--- src/rtl/cpu_types_pkg.sv ---
// Shared CPU/RAM types plus the arbiter FSM encoding and default requester count.
package cpu_types_pkg;
  localparam int WORD_W = 32;
  typedef logic [WORD_W-1:0] word_t;

  typedef enum logic [1:0] {
    FREE   = 2'd0,
    BUSY   = 2'd1,
    ACCESS = 2'd2,
    ERROR  = 2'd3
  } ramstate_t;

  typedef enum logic {
    IDLE = 1'b0,
    OWN  = 1'b1
  } arb_state_t;

  localparam int CPUS_DEFAULT = 2;
  localparam int ARB_REQS     = 2 * CPUS_DEFAULT;
endpackage

--- src/rtl/ram_arbiter_rr_pick.sv ---
// Round-robin picker: first set request at or after ptr, wrapping modulo N.
module rr_pick #(
  parameter int N  = 2,
  parameter int PW = (N > 1) ? $clog2(N) : 1
) (
  input  logic [N-1:0]  req,
  input  logic [PW-1:0] ptr,
  output logic [PW-1:0] idx,
  output logic          valid
);
  logic [PW:0] sum;

  // Scan offsets from far to near so the nearest hit is the last assignment.
  always_comb begin
    idx   = '0;
    valid = 1'b0;
    sum   = '0;
    for (int k = N - 1; k >= 0; k--) begin
      sum = {1'b0, ptr} + (PW + 1)'(k);
      if (sum >= (PW + 1)'(N)) sum = sum - (PW + 1)'(N);
      if (req[sum[PW-1:0]]) begin
        idx   = sum[PW-1:0];
        valid = 1'b1;
      end
    end
  end
endmodule

--- src/rtl/ram_arbiter.sv ---
// Single-port RAM arbiter for CPUS cores (icache + dcache each), dcache first, round-robin by core.
// Optional starvation override enabled by defining ARB_ANTISTARVE_EN.
module ram_arbiter
  import cpu_types_pkg::*;
#(
  parameter int CPUS         = 2,
  parameter int STARVE_LIMIT = 8
) (
  input  logic                        CLK,
  input  logic                        nRST,
  input  logic [CPUS-1:0]             iREN,
  input  word_t [CPUS-1:0]            iaddr,
  output logic [CPUS-1:0]             iwait,
  output word_t [CPUS-1:0]            iload,
  input  logic [CPUS-1:0]             dREN,
  input  logic [CPUS-1:0]             dWEN,
  input  logic [CPUS-1:0]             dlock,
  input  word_t [CPUS-1:0]            daddr,
  input  word_t [CPUS-1:0]            dstore,
  output logic [CPUS-1:0]             dwait,
  output word_t [CPUS-1:0]            dload,
  output logic                        ramREN,
  output logic                        ramWEN,
  output word_t                       ramaddr,
  output word_t                       ramstore,
  input  word_t                       ramload,
  input  ramstate_t                   ramstate,
  output logic                        gnt_valid,
  output logic [$clog2(2*CPUS)-1:0]   gnt_id,
  output logic                        err
);
  localparam int REQS = 2 * CPUS;
  localparam int IDW  = $clog2(REQS);
  localparam int CW   = (CPUS > 1) ? $clog2(CPUS) : 1;

  arb_state_t      state_q, state_d;
  logic [IDW-1:0]  owner_q, owner_d;
  logic [CW-1:0]   rr_q, rr_d;
  logic            gnt_valid_q, gnt_valid_d;
  logic            err_q, err_d;

  logic [CPUS-1:0] dreq;
  logic [CW-1:0]   d_idx, i_idx;
  logic            d_valid, i_valid;
  logic [IDW-1:0]  class_id, win_id;
  logic            class_valid, win_valid;

  logic [CW-1:0]   own_core;
  logic            own_is_d, own_req, done;

  assign dreq = dREN | dWEN;

  genvar gi;
  generate
    for (gi = 0; gi < CPUS; gi++) begin : g_load
      assign iload[gi] = ramload;
      assign dload[gi] = ramload;
    end
  endgenerate

  rr_pick #(.N(CPUS), .PW(CW)) u_pick_d (
    .req   (dreq),
    .ptr   (rr_q),
    .idx   (d_idx),
    .valid (d_valid)
  );

  rr_pick #(.N(CPUS), .PW(CW)) u_pick_i (
    .req   (iREN),
    .ptr   (rr_q),
    .idx   (i_idx),
    .valid (i_valid)
  );

  always_comb begin
    class_id    = '0;
    class_valid = 1'b0;
    if (d_valid) begin
      class_id    = IDW'(int'(d_idx) * 2 + 1);
      class_valid = 1'b1;
    end else if (i_valid) begin
      class_id    = IDW'(int'(i_idx) * 2);
      class_valid = 1'b1;
    end
  end

`ifdef ARB_ANTISTARVE_EN
  localparam int SW = $clog2(STARVE_LIMIT + 1);

  logic [REQS-1:0] req_flat;
  logic [REQS-1:0] starved;
  logic [IDW-1:0]  starve_id;
  logic            starve_valid;

  generate
    for (gi = 0; gi < CPUS; gi++) begin : g_flat
      assign req_flat[2*gi]     = iREN[gi];
      assign req_flat[2*gi + 1] = dreq[gi];
    end

    for (gi = 0; gi < REQS; gi++) begin : g_starve
      logic [SW-1:0] cnt_q, cnt_d;
      logic          is_own, granted;

      assign is_own  = (state_q == OWN) && (owner_q == IDW'(gi));
      assign granted = (state_q == IDLE) && win_valid && (win_id == IDW'(gi));

      always_comb begin
        cnt_d = cnt_q;
        if (!req_flat[gi] || granted) cnt_d = '0;
        else if (!is_own && (cnt_q != SW'(STARVE_LIMIT))) cnt_d = cnt_q + SW'(1);
      end

      always_ff @(posedge CLK) begin
        if (!nRST) cnt_q <= '0;
        else       cnt_q <= cnt_d;
      end

      assign starved[gi] = req_flat[gi] && (cnt_q == SW'(STARVE_LIMIT));
    end
  endgenerate

  // Lowest starved index wins outright, ahead of class priority.
  always_comb begin
    starve_id    = '0;
    starve_valid = 1'b0;
    for (int k = REQS - 1; k >= 0; k--) begin
      if (starved[k]) begin
        starve_id    = IDW'(k);
        starve_valid = 1'b1;
      end
    end
  end

  assign win_id    = starve_valid ? starve_id : class_id;
  assign win_valid = starve_valid | class_valid;
`else
  assign win_id    = class_id;
  assign win_valid = class_valid;
`endif

  assign own_core = CW'(owner_q >> 1);
  assign own_is_d = owner_q[0];
  assign own_req  = own_is_d ? dreq[own_core] : iREN[own_core];
  assign done     = (ramstate == ACCESS) || (ramstate == ERROR);

  always_ff @(posedge CLK) begin
    if (!nRST) begin
      state_q     <= IDLE;
      owner_q     <= '0;
      rr_q        <= '0;
      gnt_valid_q <= 1'b0;
      err_q       <= 1'b0;
    end else begin
      state_q     <= state_d;
      owner_q     <= owner_d;
      rr_q        <= rr_d;
      gnt_valid_q <= gnt_valid_d;
      err_q       <= err_d;
    end
  end

  always_comb begin
    state_d = state_q;
    owner_d = owner_q;
    rr_d    = rr_q;
    err_d   = err_q;
    case (state_q)
      IDLE: begin
        if (win_valid) begin
          state_d = OWN;
          owner_d = win_id;
        end
      end
      OWN: begin
        if (!own_req) begin
          state_d = IDLE;
        end else if (done) begin
          if (ramstate == ERROR) err_d = 1'b1;
          // A locked dcache burst keeps the bus without an IDLE gap.
          if (!(own_is_d && dlock[own_core])) begin
            state_d = IDLE;
            rr_d    = (int'(own_core) == CPUS - 1) ? '0 : own_core + CW'(1);
          end
        end
      end
      default: state_d = IDLE;
    endcase
    gnt_valid_d = (state_d == OWN);
  end

  always_comb begin
    ramREN   = 1'b0;
    ramWEN   = 1'b0;
    ramaddr  = '0;
    ramstore = '0;
    iwait    = '1;
    dwait    = '1;
    if (state_q == OWN && own_req) begin
      if (own_is_d) begin
        ramWEN   = dWEN[own_core];
        ramREN   = dREN[own_core] & ~dWEN[own_core];
        ramaddr  = daddr[own_core];
        ramstore = dstore[own_core];
        if (done) dwait[own_core] = 1'b0;
      end else begin
        ramREN  = 1'b1;
        ramaddr = iaddr[own_core];
        if (done) iwait[own_core] = 1'b0;
      end
    end
  end

  assign gnt_valid = gnt_valid_q;
  assign gnt_id    = owner_q;
  assign err       = err_q;
endmodule
--- config.mk ---
export PLATFORM = sky130hd
export DESIGN_NAME = ram_arbiter
export DESIGN_NICKNAME = d
export VERILOG_FILES = /design/src/rtl/cpu_types_pkg.sv /design/src/rtl/ram_arbiter_rr_pick.sv /design/src/rtl/ram_arbiter.sv
export SDC_FILE = /design/constraint.sdc
export NUM_CORES = 1
export LEC_CHECK = 0
export BUFFER_PORTS_ARGS = -buffer_cell sky130_fd_sc_hd__buf_4
export CORE_AREA = 8 8 162 164
export CTS_BUF_LIST = sky130_fd_sc_hd__clkbuf_16
export DETAILED_ROUTE_END_ITERATION = 16
export DIE_AREA = 0 0 170 172
export GPL_TIMING_DRIVEN = 0
export PLACE_DENSITY = 0.38
export SLEW_MARGIN = 10
export SYNTH_ARGS = -nofsm -noshare
export SYNTH_HDL_FRONTEND = slang
export SYNTH_SLANG_ARGS = --single-unit
--- constraint.sdc ---
create_clock -name CLK -period 2.75 [get_ports CLK]
set_input_delay 0 -clock CLK [delete_from_list [all_inputs] [get_ports CLK]]
set_output_delay 0 -clock CLK [all_outputs]
set_load 0.05 [all_outputs]
* Word level (Yosys, flattened, before mapping)
Cells that the tools add are included.
** Operators by class
- Add/subtract/negate cells :: 5
- Order comparisons :: 6
- Equality and inequality tests :: 2
- Muxes and demuxes :: 60
- Bitwise gates (word level) :: 6
- Reductions and logical operators :: 7
** Operators with widths (count)
- $mux W32 :: 10
- $mux W1 :: 41
- $mux W2 :: 7
- $reduce_and A4 Y1 :: 2
- $lt A1 B2 Y1 const B :: 3
- $eq A2 B2 Y1 const B :: 2
- $logic_and A1 B1 Y1 :: 3
- $not A1 Y1 :: 3
- $add A1 B1 Y2 const B :: 1
- $add A2 B1 Y2 const B :: 1
- $ge A1 B2 Y1 const B :: 1
- $ge A2 B2 Y1 const B :: 1
- $not A2 Y2 :: 1
- $or A2 B2 Y2 :: 1
- $pmux W1 S2 :: 1
- $reduce_and A2 Y1 :: 1
- $sub A1 B1 Y1 const B :: 2
- $add A1 B1 Y1 const B :: 1
- $and A1 B1 Y1 :: 1
- $demux W1 S1 :: 1
- $ge A1 B1 Y1 const B :: 1
- $logic_or A1 B1 Y1 :: 1
** Word-level totals
- Register bits :: 5
- Input port bits :: 236
- Output and inout port bits :: 202
- Word-level logic and storage cells :: 90

* Depth between registers and ports, before layout
Gate-level depths: netlist of run 1.
- Depth in word-level cells :: 11
- Mapped depth :: 6
- Gate-level depth less buffers :: 4

* Modules after synthesis
A second synthesis of run 1 with hierarchy kept.
** Second synthesis, totals
- Cells, all modules :: 346
- Area total of the unflattened synthesis :: 2935.3 um^2
** By module, submodules not included
- ram_arbiter :: instances 1, cells an instance 340, area each 2900.3 um^2, sequential area each 100.1 um^2
- rr_pick :: instances 2, cells an instance 3, area each 17.5 um^2, sequential area each 0.0 um^2

* Least setup slack after synthesis of run 1
No wires, ideal clock.
- Path kind :: reg-to-output
- Start :: register owner_q[1] (netlist: gnt_id[1])
- End :: output port ramREN
- Arrival time :: 2.211 ns
- Required time :: 2.750 ns
- Path slack :: 0.539 ns
- Cell stages (with the launch flop) :: 7
- Buffers on the path :: 2
- Cells stage by stage :: dfxtp_1 > buf_6 > mux2_4 > o21ai_4 > nand2b_4 > buf_6 > a21oi_1
** Between the ends
- Cells in the longest elaborated chain, start to end :: 6
- Elaborated cells between the ends (all ways) :: 14
- Those cells by class :: mux: 11; bitwise: 2; reduce/logical: 1
** RTL lines
- start: declaration :: line ram_arbiter.sv:37 : logic [IDW-1:0] owner_q, owner_d;
- start signal: assignment :: line ram_arbiter.sv:156 : owner_q <= owner_d;
- $mux W1 (implied by the code) (2 in series) :: line ram_arbiter.sv:202 : ramREN = dREN[own_core] & ~dWEN[own_core];
- $not A1 Y1 :: line ram_arbiter.sv:202
- $and A1 B1 Y1 :: line ram_arbiter.sv:202
- $mux W1 :: line ram_arbiter.sv:200 : if (own_is_d) begin
- $mux W1 * :: line ram_arbiter.sv:199 : if (state_q == OWN && own_req) begin
- end: declaration :: line ram_arbiter.sv:22 : output logic ramREN,
Every way passes the cells marked *; elsewhere a longest branch is shown, timed or not. The select of a mux whose other input is x is not followed.

* Final worst setup path of run 1
- Start :: register owner_q[1] (netlist: gnt_id[1])
- End :: output port ramaddr[18]
** Between the ends
- Cells in the longest elaborated chain, start to end :: 5
- Elaborated cells between the ends (all ways) :: 12
- Those cells by class :: mux: 11; reduce/logical: 1
** RTL lines
- $mux W1 (implied by the code) (2 in series) :: line ram_arbiter.sv:144 : assign own_req = own_is_d ? dreq[own_core] : iREN[own_core];
- $mux W1 :: line ram_arbiter.sv:144
- $logic_and A1 B1 Y1 :: line ram_arbiter.sv:199
- $mux W32 * :: line ram_arbiter.sv:199
- end: declaration :: line ram_arbiter.sv:24 : output word_t ramaddr,
Marked as above.

==> results of run 1 <==
## state kept, by name, indices dropped and copies added (netlist names)
| signal | count |
|---|---|
| gnt_valid | 1 |
| rr_q | 1 |
| gnt_id | 2 |
| err | 1 |
## cells by family after synthesis
| kind of cell | Yosys count | share of synthesized area [%] |
|---|---|---|
| compound gates | 33 | 8.94 |
| buf+inv | 156 | 38.7 |
| flops | 5 | 3.36 |
| mux | 81 | 34.9 |
| simple gates | 89 | 14.1 |
## synthesized netlist by cell type (2+ instances only)
cell type,instances,area share (%)
a21oi_1,4,0.67
buf_1,2,0.25
buf_2,4,0.67
buf_4,138,35
buf_6,6,2.3
dfxtp_1,5,3.4
inv_1,6,0.76
mux2i_1,62,21
mux4_2,18,14
nand2_1,6,0.76
nand3_1,3,0.50
nor2_1,54,6.8
nor2b_1,18,3.8
o21ai_0,3,0.50
o22a_1,15,4.4
or3_1,2,0.42
## layout make-up
class                           count  area share [%]
Antenna cell                        1          0.0384
Buffer                            150            17.4
Clock buffer                        3            1.15
Clock inverter                      1          0.0577
Inverter                            6           0.346
Multi-Input combinational cell    203            26.5
Sequential cell                     5            1.54
Tap cell                          324            6.23
Timing Repair Buffer              405            46.7
## through the flow
| step | hold WS, ps | power, W | setup slack (ps) | instances |
|---|---|---|---|---|
| after detailed placement | 257 | 0.00183 | 811 | 1093 |
| after global routing | 59.9 | 0.00214 | 505 | 1098 |
| after global placement | 252 | 0.00183 | 798 | 1093 |
| final | 36.6 | 0.00204 | 677 | 1098 |
| after CTS | 35.9 | 0.00207 | 568 | 1097 |
| after floorplan | 119 | 0.00121 | 539 | 364 |
## worst register-to-register path, cell delays in order, from the launching register on
cell      delay (ps)
dfxtp_1          390
buf_6            210
mux2_4           330
o21ai_4          250
nand2b_4         200
buf_6            160
o21ai_1           80
## per-layer routing
| layer | global-route usage [%] | part of all wire, % |
|---|---|---|
| met1 | 13.1 | 37 |
| met2 | 22.5 | 53 |
| met3 | 4.50 | 9.7 |
| met4 | 1.22 | 0.25 |
| met5 | 0 | 0 |
## worst max-delay path by stage
stage | start | end | slack (ps) | cells past startpoint
after floorplan | gnt_id[1] | ramREN | 540 | 6
after global placement | gnt_id[0] | ramaddr[8] | 800 | 6
after detailed placement | gnt_id[1] | ramaddr[18] | 810 | 6
after CTS | gnt_id[1] | ramaddr[18] | 570 | 6
after global routing | gnt_id[1] | ramaddr[18] | 500 | 6
final | gnt_id[1] | ramaddr[18] | 680 | 6
## power by group through the flow
stage / clock network (W) / logic [W] / registers [W]
detailed placement: 0 / 0.00174 / 0.0000901
floorplan: 0 / 0.00110 / 0.000106
global route: 0.000247 / 0.00180 / 0.0000898
global placement: 0 / 0.00174 / 0.0000904
finish: 0.000235 / 0.00171 / 0.0000887
CTS: 0.000240 / 0.00174 / 0.0000891
==> impl_results.md, run 1 <==
- Status: completed
- Final Cycle Share: 75.4%
- Clock power frac: roughly 12%
- Final HPWL from detailed placement: approximately 18,000 µm
- Area of the multi-input gates: about 1700 µm²
- Filler instances: 2,671
- Leading cell type in the layout, fill and taps excluded: buf_4
- Die W: ~170 µm
- Largest net degree at the start of global routing: 11
- GRT Util Overall: 12.0%
- Final WL: roughly 20,000 µm
- Post-Synthesis Cells: roughly 360
- Post-synth cell types: 34
- CP dominant cell by count: buf_4
- Top delay family on crit path: simple AND/OR/NAND/NOR gates
- Buf+Inv Stages, Crit Path: 2
- Initial antenna violation count: 1
- Placed Instance Area: 6430 µm²
- Finished Cell Area: between 6000 and 7000 µm²
- CTS clk-pin slew, worst paths: around 30 ps
- RR Startpoint: gnt_id[1]
- CP arrival: ~2100 ps
- Vias per cell: between 3 and 4
- Reg2Reg Depth: 6
- Clock Latency Late Sink: 230 ps
- I/O pin count: around 440
- P_int: roughly 0.00098 W
- Reg2Reg Setup Slack: a little over 1000 ps
- Max incr delay on CP: around 400 ps
- Post-layout min period: about 2100 ps
- Core Util, Final: between 20 and 30%
- First-pass GRT wire length: about 27,000 µm
- # H-tree levels: 1
- Net Switching: 0.00105 W
- Post-synth EDFFs: 0
- Port Buffer Count: between 400 and 500
- Worst-path fanout max: 10
- Sequential share of the synthesized area: under 10%
- CP max-delay cell: or3b_1
- Site row count: 57
- Hold Buf Count CTS: 0
- Setup TNS: 0 ps
- Least-Margin Pin Slew: approximately 670 ps
- CTS sink cnt: 5
- Initial Util: about an eighth
- Worst clock skew: roughly 2.2 ps
- Pins Over Slew Limit: 0
- Sw frac: around 52%
- Hold_sp: nRST
- Total global routing overflow: 0
- Post-CTS sizing: 0
- Die area: 29,200 µm²
- Setup CP Type: flop to output port
- Vias in the first global route: roughly 4.2k
- Synth async-reset ratio: 0%
- Mean Syn Cell Area: 8.19 µm²
- Via count: about 3.9k
- Most frequent cells in the layout: buf_4, mux2i_1, nor2_1
- Max clock buf depth: 2
- Final Hold Violating Endpoints: 0
- Setup crit start kind: flop
- Mapped Area: 2980 µm²
- 1st-iter DRT viols: between 80 and 90
- Synth Register Bits: 5
- RR Endpoint: err
- Critical Path RT: ~2800 ps
- Layout area overhead: 118%
- Hold Path Sink: err
- Post-CTS setup buffers: 0
- First-pass DRT Iterations: 4
- Synth warn: 0
- Maximum vdd drop: between 0.15 and 0.2 mV
- Pwr dens: approximately 310 nW/µm²
- Crit-path cells: or3b_1 > nand3_1 > buf_4 > o22a_1 > nor2_1 > buf_4
- Rel. slew slack: 55.1%
- Reg power frac: around 4.4%
- DRC Markers: 0
- MaxCap Viol Count: 0
- Layout cells sized above 1: around 75%
- CTS tree: done
- NumNets Final: a little over 1k
- WL per Instance: between 15 and 20 µm
- Core ar.: roughly 24,000 µm²
- Crit path capture type: output port
- Antenna violation net count after detailed routing: 0
- Top FF cell, synth: dfxtp_1
- Chip Height: around 170 µm
- Placer Congestion: 0.718
- Hold Path Stages: 3
- Syn Nets: 600
- Hold Path Class: input pin to flop
- Cell leakage power: 3.30 nW
- Combinational share of power: a little over four fifths
- Cts bufs inserted: 3
- # setup viols final: 0
- Root Buffer: clkbuf_16
- RSZ-0062 raised after global routing: no
- Fmax: 482 MHz
- Sequential cell area: between 100 and 150 µm²
Power figures use the tool's default switching activity.
==> inputs of run 2 (changes only) <==
Clock period 2.75 ns to 2.1 ns, I/O delays scaled along.
==> run 2 against run 1 <==
Net effect: global-route usage is 0.22 points higher; critical path type unchanged; die area stayed put; hold slack worse by 9.0 ps; combinational power is 35% higher; clock power is 32% higher; largest power group unchanged; clock skew hardly changed; final cell count stayed put; via count is 0.69% lower; critical path depth stayed put; cell area is 2.3% higher.
==> impl_results.md, run 2 (synthesis gave the netlist of run 1 again) <==
- Combinational share of power: 84.3% (+0.2 points)
- Filler instances: 2,634 (-1.4%)
- 1st-iter DRT viols: 89 (unchanged)
- # H-tree levels: 1 (unchanged)
- Initial Util: 12.5% (unchanged)
- Finished Cell Area: 6660 µm² (+2.3%)
- Total global routing overflow: 0 (unchanged)
- I/O pin count: 438 (unchanged)
- Status: completed
- Largest net degree at the start of global routing: 11 (unchanged)
- RSZ-0062 raised after global routing: no
- Layout cells sized above 1: 82.0% (+7.0 points)
- Die area: 29,200 µm² (unchanged)
- Rel. slew slack: 71.4% (+16 points)
- Chip Height: 172 µm (unchanged)
- Setup CP Type: flop to output port
- Die W: 170 µm (unchanged)
- Post-layout min period: 1960 ps
- P_int: 0.00132 W (+34%)
- Maximum vdd drop: 0.200 mV (+8.7%)
- Cts bufs inserted: 3 (unchanged)
- First-pass GRT wire length: 27,300 µm (+2.9%)
- RR Endpoint: err
- Hold_sp: nRST
- Via count: 3,887 (-0.69%)
- Max clock buf depth: 2 (unchanged)
- MaxCap Viol Count: 0 (unchanged)
- Largest register FFs: 2 (unchanged)
- Final WL: 19,700 µm (+0.98%)
- Final HPWL from detailed placement: 17,900 µm (+1.4%)
- Critical Path RT: 2100 ps (-650 ps)
- Most frequent cells in the layout: buf_4, mux2i_1, nor2_2
- DRC Markers: 0 (unchanged)
- Setup crit start kind: flop
- Max incr delay on CP: 420 ps (about the same)
- NumNets Final: 1,011 (+0.099%)
- Number of diodes: 0 (-1)
- Clock Latency Late Sink: 230 ps (about the same)
- Antenna violation net count after detailed routing: 0 (unchanged)
- PnR Total Power: 0.00273 W (+34%)
- WL per Instance: 18.0 µm (+0.98%)
- Hold Path Class: input pin to flop
- Worst-path fanout max: 10 (unchanged)
- Setup TNS: 0 ps (unchanged)
- Least-Margin Pin Slew: 429 ps (-244 ps)
- Clock power frac: 11.4% (about the same)
- CTS clk-pin slew, worst paths: 30 ps (about the same)
- GRT Util Overall: 12.2% (+0.22 points)
- # setup viols final: 0 (unchanged)
- Final Hold Violating Endpoints: 0 (unchanged)
- Top delay family on crit path: simple AND/OR/NAND/NOR gates
- Crit path capture type: output port
- Site row count: 57 (unchanged)
- Placer Congestion: 0.740 (+3.1%)
- Vias per cell: 3.54 (-0.69%)
- Sw frac: 51.8% (+0.17 points)
- Reg2Reg Setup Slack: 460 ps (-550 ps)
- First-pass DRT Iterations: 4 (unchanged)
- Worst clock skew: 2.33 ps (+0.154 ps)
- Reg2Reg Depth: 6 (unchanged)
- Hold Path Stages: 3 (unchanged)
- RR Startpoint: gnt_id[1]
- Initial antenna violation count: 0 (-1)
- Fmax: about 510 MHz
- Net Switching: 0.00141 W (+34%)
- Root Buffer: clkbuf_16
- Cell leakage power: 3.32 nW (+0.63%)
- CTS sink cnt: 5 (unchanged)
- CP arrival: 1960 ps (-110 ps)
- Pins Over Slew Limit: 0 (unchanged)
- Pwr dens: 410 nW/µm² (+31%)
- CTS tree: done
- CP max-delay cell: or3b_1
- Crit-path cells: or3b_1 > a21o_1 > nand3_2 > buf_4 > nor2_1 > buf_4
- Layout area overhead: 123%
- Port Buffer Count: 405 (unchanged)
- Reg power frac: 4.3% (about the same)
- CP dominant cell by count: buf_4
- Hold Path Sink: err
- Placed Instance Area: 6550 µm² (+1.9%)
- Leading cell type in the layout, fill and taps excluded: buf_4
- Final Cycle Share: about 94%
- Vias in the first global route: 4,231 (+1.7%)
- Core ar.: 23,800 µm² (unchanged)
- Buf+Inv Stages, Crit Path: 2 (unchanged)
## run 2: changes by cell type in the layout (fill, tap and decap cells not counted), moves of 2 or more
cell,change
buf_6,+2
nor2b_1,-11
mux2i_2,+2
nor2b_2,+11
buf_1,-2
nor2_1,-36
nor2_2,+36
buf_2,+2
mux2i_1,-2
## run 2: worst register-to-register path, cell delays in order, from the launching register on
cell      delay, ps
dfxtp_2         370
buf_6           200
mux2_4          330
o21ai_4         190
nand2b_4        170
buf_6           180
o21ai_1          90
## run 2: metrics by stage
stage	util (%)	setup slack [ps]	hold WS [ps]	cells
after floorplan	-	-87.1	119	364
after global routing	28.0	23.6	52.8	1098
final	28.0	136	27.6	1098
after global placement	27.5	147	256	1093
after CTS	27.9	18.7	36.9	1098
after detailed placement	27.5	120	257	1093
## run 2: what timing repair did
action | CTS | global route
hold buffers | 0 | 0
buffers inserted | 1 | 0
hold endpoints to repair | 0 | 0
gates resized for setup | 7 | 1
setup endpoints to repair | 32 | 56
pin swaps | 1 | 0
## run 2: worst max-delay path by stage
stage | to | cells after the start | slack [ps] | start
6_report | ramstore[4] | 6 | 140 | gnt_id[1]
3_5_place_dp | ramaddr[29] | 7 | 120 | gnt_id[1]
2_1_floorplan | ramaddr[29] | 4 | -90 | gnt_id[0]
5_1_grt | ramstore[17] | 7 | 20 | gnt_id[1]
3_3_place_gp | ramaddr[29] | 7 | 150 | gnt_id[1]
4_1_cts | ramaddr[17] | 5 | 20 | gnt_id[1]
## run 2: layout make-up
cell class	count	area [µm²]	area share (%)
Clock inverter	1	3.75	0.0564
Tap cell	324	405	6.09
Inverter	6	22.5	0.338
Multi-Input combinational cell	203	1860	28.0
Timing Repair Buffer	406	3050	45.8
Sequential cell	5	101	1.52
Buffer	150	1140	17.1
Clock buffer	3	75.1	1.13
## run 2: power groups by stage
stage / clock network [W] / logic, W / registers [W]
floorplan: 0 / 0.00149 / 0.000139
global placement: 0 / 0.00233 / 0.000119
detailed placement: 0 / 0.00232 / 0.000120
CTS: 0.000311 / 0.00234 / 0.000118
global route: 0.000321 / 0.00243 / 0.000120
finish: 0.000310 / 0.00230 / 0.000118
## run 2: metal layers
| metal | global-route usage (%) | vias up | wire length [µm] |
|---|---|---|---|
| li1 | - | 1950 | - |
| met1 | 11.8 | 1693 | 6440 |
| met3 | 4.91 | 6 | 2290 |
| met2 | 24.8 | 238 | 10900 |
| met4 | 1.03 | 0 | 81 |
| met5 | 0 | - | 0 |
